### config.mk
export PLATFORM = sky130hd
export DESIGN_NAME = rxfifo
export DESIGN_NICKNAME = d
export VERILOG_FILES = /design/src/rtl/rxfifo_pkg.sv /design/src/rtl/rxfifo.sv
export SDC_FILE = /design/constraint.sdc
export NUM_CORES = 1
export LEC_CHECK = 0
export CORE_AREA = 2 2 92 94
export DETAILED_ROUTE_END_ITERATION = 10
export DIE_AREA = 0 0 94 96
export MAX_ROUTING_LAYER = met4
export PLACE_DENSITY = 0.58
export SYNTH_ARGS = -nofsm -noshare
export SYNTH_HDL_FRONTEND = slang
export SYNTH_SLANG_ARGS = --single-unit
### constraint.sdc
create_clock -name i_Pclk -period 6.27 [get_ports i_Pclk]
set_input_delay 1.254 -clock i_Pclk [delete_from_list [all_inputs] [get_ports i_Pclk]]
set_output_delay 1.254 -clock i_Pclk [all_outputs]
set_load 0.01 [all_outputs]
### src/rtl/rxfifo_pkg.sv
// Shared definitions for the Rx receive buffer and the bus register block.
// Latency: n/a (constants only).
// Backpressure: n/a.
package rxfifo_pkg;

  // Default geometry of the receive buffer
  localparam int RXFIFO_DEPTH     = 8;
  localparam int RXFIFO_IRQ_LEVEL = 4;

  // Bit positions of the Rx status word as seen by the bus register block
  localparam int RX_STAT_EMPTY   = 0;
  localparam int RX_STAT_FULL    = 1;
  localparam int RX_STAT_OVERRUN = 2;
  localparam int RX_STAT_IRQ     = 3;

  typedef struct packed {
    logic irq;
    logic overrun;
    logic full;
    logic empty;
  } rx_stat_t;

endpackage

### src/rtl/rxfifo.sv
// Rx receive buffer: first-word-fall-through byte FIFO between Rx shifter and bus.
// Latency: a written byte is visible on o_Data / o_Count one cycle after i_Rx_Done.
// Backpressure: none upstream; a byte arriving while full (and not popped) is dropped and flags overrun.
//
// Ports:
//   i_Pclk, i_Reset        clock, synchronous active-high reset
//   i_Rx_Data, i_Rx_Done   byte and one-cycle write strobe from the Rx shifter
//   i_Read                 pop strobe from the bus side
//   i_Flush                discard all contents
//   i_Clr_Overrun          clear sticky overrun flag
//   o_Data                 head entry (0 while empty)
//   o_Empty, o_Full        fill status
//   o_Count                fill level
//   o_Overrun              sticky drop flag
//   o_Irq                  fill level >= IRQ_LEVEL
module rxfifo
  import rxfifo_pkg::*;
#(
  parameter int DEPTH     = RXFIFO_DEPTH,
  parameter int IRQ_LEVEL = RXFIFO_IRQ_LEVEL
) (
  input  logic                     i_Pclk,
  input  logic                     i_Reset,
  input  logic [7:0]               i_Rx_Data,
  input  logic                     i_Rx_Done,
  input  logic                     i_Read,
  input  logic                     i_Flush,
  input  logic                     i_Clr_Overrun,
  output logic [7:0]               o_Data,
  output logic                     o_Empty,
  output logic                     o_Full,
  output logic [$clog2(DEPTH):0]   o_Count,
  output logic                     o_Overrun,
  output logic                     o_Irq
);

  localparam int AW = $clog2(DEPTH);
  localparam int CW = AW + 1;

  logic [7:0]    mem [DEPTH];
  logic [AW-1:0] wr_ptr;
  logic [AW-1:0] rd_ptr;
  logic [CW-1:0] count;
  logic          overrun;

  logic full;
  logic empty;
  logic wr_en;
  logic rd_en;
  logic drop;

  assign full  = (count == CW'(DEPTH));
  assign empty = (count == '0);

  // A full buffer still accepts a byte when the head is popped in the same
  // cycle; an empty buffer ignores the pop. Flush discards everything.
  assign wr_en = i_Rx_Done && (!full || i_Read) && !i_Flush;
  assign rd_en = i_Read && !empty && !i_Flush;
  assign drop  = i_Rx_Done && full && !i_Read && !i_Flush;

  // Storage is deliberately not reset; o_Data masks stale contents.
  always_ff @(posedge i_Pclk) begin
    if (wr_en) begin
      mem[wr_ptr] <= i_Rx_Data;
    end
  end

  always_ff @(posedge i_Pclk) begin
    if (i_Reset) begin
      wr_ptr <= '0;
      rd_ptr <= '0;
      count  <= '0;
    end else if (i_Flush) begin
      wr_ptr <= '0;
      rd_ptr <= '0;
      count  <= '0;
    end else begin
      if (wr_en) begin
        wr_ptr <= wr_ptr + 1'b1;
      end
      if (rd_en) begin
        rd_ptr <= rd_ptr + 1'b1;
      end
      case ({wr_en, rd_en})
        2'b10:   count <= count + 1'b1;
        2'b01:   count <= count - 1'b1;
        default: count <= count;
      endcase
    end
  end

  // Sticky overrun: a same-cycle drop beats the clear; flush leaves it alone.
  always_ff @(posedge i_Pclk) begin
    if (i_Reset) begin
      overrun <= 1'b0;
    end else if (drop) begin
      overrun <= 1'b1;
    end else if (i_Clr_Overrun) begin
      overrun <= 1'b0;
    end
  end

  assign o_Data    = empty ? 8'h00 : mem[rd_ptr];
  assign o_Empty   = empty;
  assign o_Full    = full;
  assign o_Count   = count;
  assign o_Overrun = overrun;
  assign o_Irq     = (count >= CW'(IRQ_LEVEL));

endmodule

==> summary.log <==
qor: placement.portBuffers 29
qor: cts.hold_fix_buffers_cts 0
qor: layout.layout.nets 242
qor: layout.area_overhead_vs_synth 18.25%
qor: job.maxCapViolations 0
qor: placement.placed_cells_incl_taps 317
qor: yosys.count_leader_synth sky130_fd_sc_hd__edfxtp_1
qor: route.drc_errors 0
qor: yosys.synth_xor_xnor_area_share 0.01936
qor: yosys.synth_simple_gate_area_share 0.07625
qor: layout.area_of_all_sequential_standard_cells 2202 sq um
qor: cts.clk_pin_slew 0.08 ns
qor: timing.max_clock_freq 0.2554 GHz
qor: yosys.proportion_of_synthesized_area_in_mux_cells 0.1517
qor: yosys.yosys-top-cells-count sky130_fd_sc_hd__edfxtp_1, sky130_fd_sc_hd__nor2_1, sky130_fd_sc_hd__mux4_2, sky130_fd_sc_hd__dfxtp_1, sky130_fd_sc_hd__mux2i_1
qor: route.route.antenna.remaining_nets 0
qor: route.post_drt_wl_per_cell 16.67 microns
qor: die.die_area 9024 sq um
qor: timing.setup_violations 0
qor: placement.post-dp-hpwl 3.483 mm
qor: yosys.synth_top_area_frac 0.6069
qor: die.floorplan.initialDensity 0.3933
qor: grt.grt_usage 0.1403
qor: timing.timing_worst_slew_pin_value 1.048 ns
qor: layout.n_fill_cell 699
qor: placement.place_area 3597 sq um
qor: grt.vias_in_the_first_global_route 1586
qor: timing.slew_headroom 0.3004
qor: route.wirelength 5.535 mm
qor: timing.setup_tns 0 ns
qor: cts.cts.repair_timing.setup_buffer_count 0
qor: yosys.yosys.area_share.adder 0.01976
qor: yosys.netlist_area 3167 sq um
qor: timing.fin_worst_skew 0.01106 ns
qor: yosys.yosys_register_bits 78
qor: grt.grt_antenna_before_repair 0
qor: grt.global_route.overflow_total 0
qor: critical_path.setup.worst_path.class register to output pin
qor: critical_path.critical_path_arrival 2.66 ns
qor: critical_path.cp-start-kind register
qor: critical_path.worstPathMaxFanout 16
qor: critical_path.cp_data_required_time 5.02 ns
qor: critical_path.slowest_delay 1.02 ns
qor: yosys.post_synth_num_cell_types 31
qor: cts.clock_tree.buffer_depth 2
qor: die.die_width 94 microns
qor: placement.finalWeightedCongestion 0.7059
qor: timing.min_period 3.915 ns
qor: cts.cts_resized 0
qor: timing.hold_viol 0
qor: yosys.ys.flop_type sky130_fd_sc_hd__edfxtp_1
qor: cts.cts_num_sinks 78
qor: cts.cts.htree.levels 3
qor: cts.ctsRootBufferMaster sky130_fd_sc_hd__clkbuf_8
qor: layout.drive_above_1_share 0.1718
qor: cts.cts_tree yes
qor: yosys.sequential_fraction_of_the_synthesis_area 0.6954
qor: yosys.main_combinational_cell_family_by_area_after_synthesis multiplexers
qor: route.drt_pre_antenna_iters 4
qor: die.core.rowCount 33
qor: timing.rsz0062_at_grt no
qor: yosys.syn-mean-instance-area 16.93 sq um
qor: cts.cts_inserted_buffers 9
qor: yosys.synthArstFlopShare 0
qor: critical_path.crit_path_top_delay_cell sky130_fd_sc_hd__dfxtp_1
qor: route.detailroute.via_count 1658
qor: grt.first_pass_grt_wire_length 8.576 mm
qor: layout.antenna_cells 0
qor: yosys.synth_edf_count 64
qor: die.core_area 8051 sq um
qor: route.viasPerCell 4.994
qor: timing.final-max-slew-violation-count 0
qor: power.power_density 242.8 nW/um^2
qor: yosys.synth_top_cell_by_area sky130_fd_sc_hd__edfxtp_1
qor: critical_path.critical_path.endpoint_type output pin
qor: die.num_io_pins 30
qor: layout.finish.instance_area 3745 sq um
qor: yosys.synthesis.yosys.warnings 0
qor: outcome.status finished, final reports clean
qor: yosys.post_synth_main_area_contributors sky130_fd_sc_hd__edfxtp_1, sky130_fd_sc_hd__mux4_2, sky130_fd_sc_hd__dfxtp_1
qor: cts.clock_latency 0.34 ns
qor: power.totalPowerFinal 0.0009091 W
qor: yosys.synth-compound-area-share 0.02213
qor: timing.final.period_utilization 0.6244
qor: die.die_height 96 microns
qor: route.drt-initial-drc-count 113
qor: power.leakage 1.201 nW
qor: power.max-vdd-ir-drop 109.6 uV
qor: yosys.syn_inst 187
qor: critical_path.worstPathCellList mux4_2, mux2i_1, nor2_1, clkdlybuf4s50_1
qor: grt.grt_max_degree 17
qor: layout.multiInputGateArea 939.7 sq um
qor: critical_path.ff2ff_setup_slack 3.69 ns
qor: layout.layoutNonFillerInstCount 332
qor: yosys.synth_fp_nets 206
qor: worst_hold_path.hold_path.class register to register
==> stage by stage <==
stage          hold slack (ns)    util  setup WS [ns]
2_1_floorplan           0.4847       -          3.269
3_3_place_gp            0.5040  0.4468          2.582
3_5_place_dp            0.5220  0.4468          2.559
4_1_cts                 0.5360  0.4651          2.259
5_1_grt                 0.5810  0.4651          2.123
6_report                0.5249  0.4651          2.355
==> path summary, 6_finish.rpt <==
kind,from,endpoint,depth (start not counted)
setup reg to reg,o_Count[0],o_Count[2],11
hold / removal,o_Count[3],o_Count[3],2
setup / recovery,register,o_Data[4],4
hold reg to reg,o_Count[3],o_Count[3],2
==> kinds of logic (layout without fill, tap and decap cells) <==
group | count (synthesis) | count (layout)
buf+inv | 9 | 49
fa+ha+maj | 5 | 5
mux | 28 | 28
flops | 78 | 78
xor+xnor | 7 | 7
compound gates | 10 | 10
simple gates | 50 | 50
==> metal layers <==
layer  up-vias  part of all wire  global-route usage
met3        12             0.042             0.03054
met4         0             0.028             0.07609
li1        789                 -                   -
met1       812              0.46              0.1907
met5         -                 0                   -
met2        45              0.47              0.1982
==> state kept, by name (all words and copies together) (netlist names), named ones only <==
| register | flops |
|---|---|
| o_Count | 4 |
| wr_ptr | 3 |
| rd_ptr | 3 |
| mem | 64 |
| o_Overrun | 1 |
==> where the power goes <==
group	internal (W)	switching, W
Combinational	0.0000217	0.0000201
Clock	0.000139	0.000162
Sequential	0.000563	0.00000304
Total	0.000724	0.000185
==> critical path: cells and delay by family, from the launching register on <==
family,cells,cell delay [ns]
flip-flops,1,1.02
multiplexers,2,0.78
buffers and inverters,1,0.47
AND/OR/NAND/NOR,1,0.06
==> cells in the final DEF (no fill, tap or decap), types with 4 or more instances in the layout <==
cell / n
sky130_fd_sc_hd__xor2_1: 7
sky130_fd_sc_hd__mux4_2: 16
sky130_fd_sc_hd__ha_1: 5
sky130_fd_sc_hd__clkdlybuf4s50_1: 29
sky130_fd_sc_hd__mux2i_1: 12
sky130_fd_sc_hd__buf_4: 4
sky130_fd_sc_hd__edfxtp_1: 64
sky130_fd_sc_hd__clkbuf_8: 9
sky130_fd_sc_hd__nand2_1: 4
sky130_fd_sc_hd__dfxtp_1: 14
sky130_fd_sc_hd__nor2_1: 27
==> cell type report <==
cell class              instances  share of cell area
well taps                     105             0.03508
flip-flops and latches         78              0.5880
repair buffers                 33             0.08553
clock buffers                  12             0.03608
inverters                       1            0.001002
multi-input cells             100              0.2509
clock inverters                 3            0.003341
Note: power is estimated with default switching activity, not from simulation.
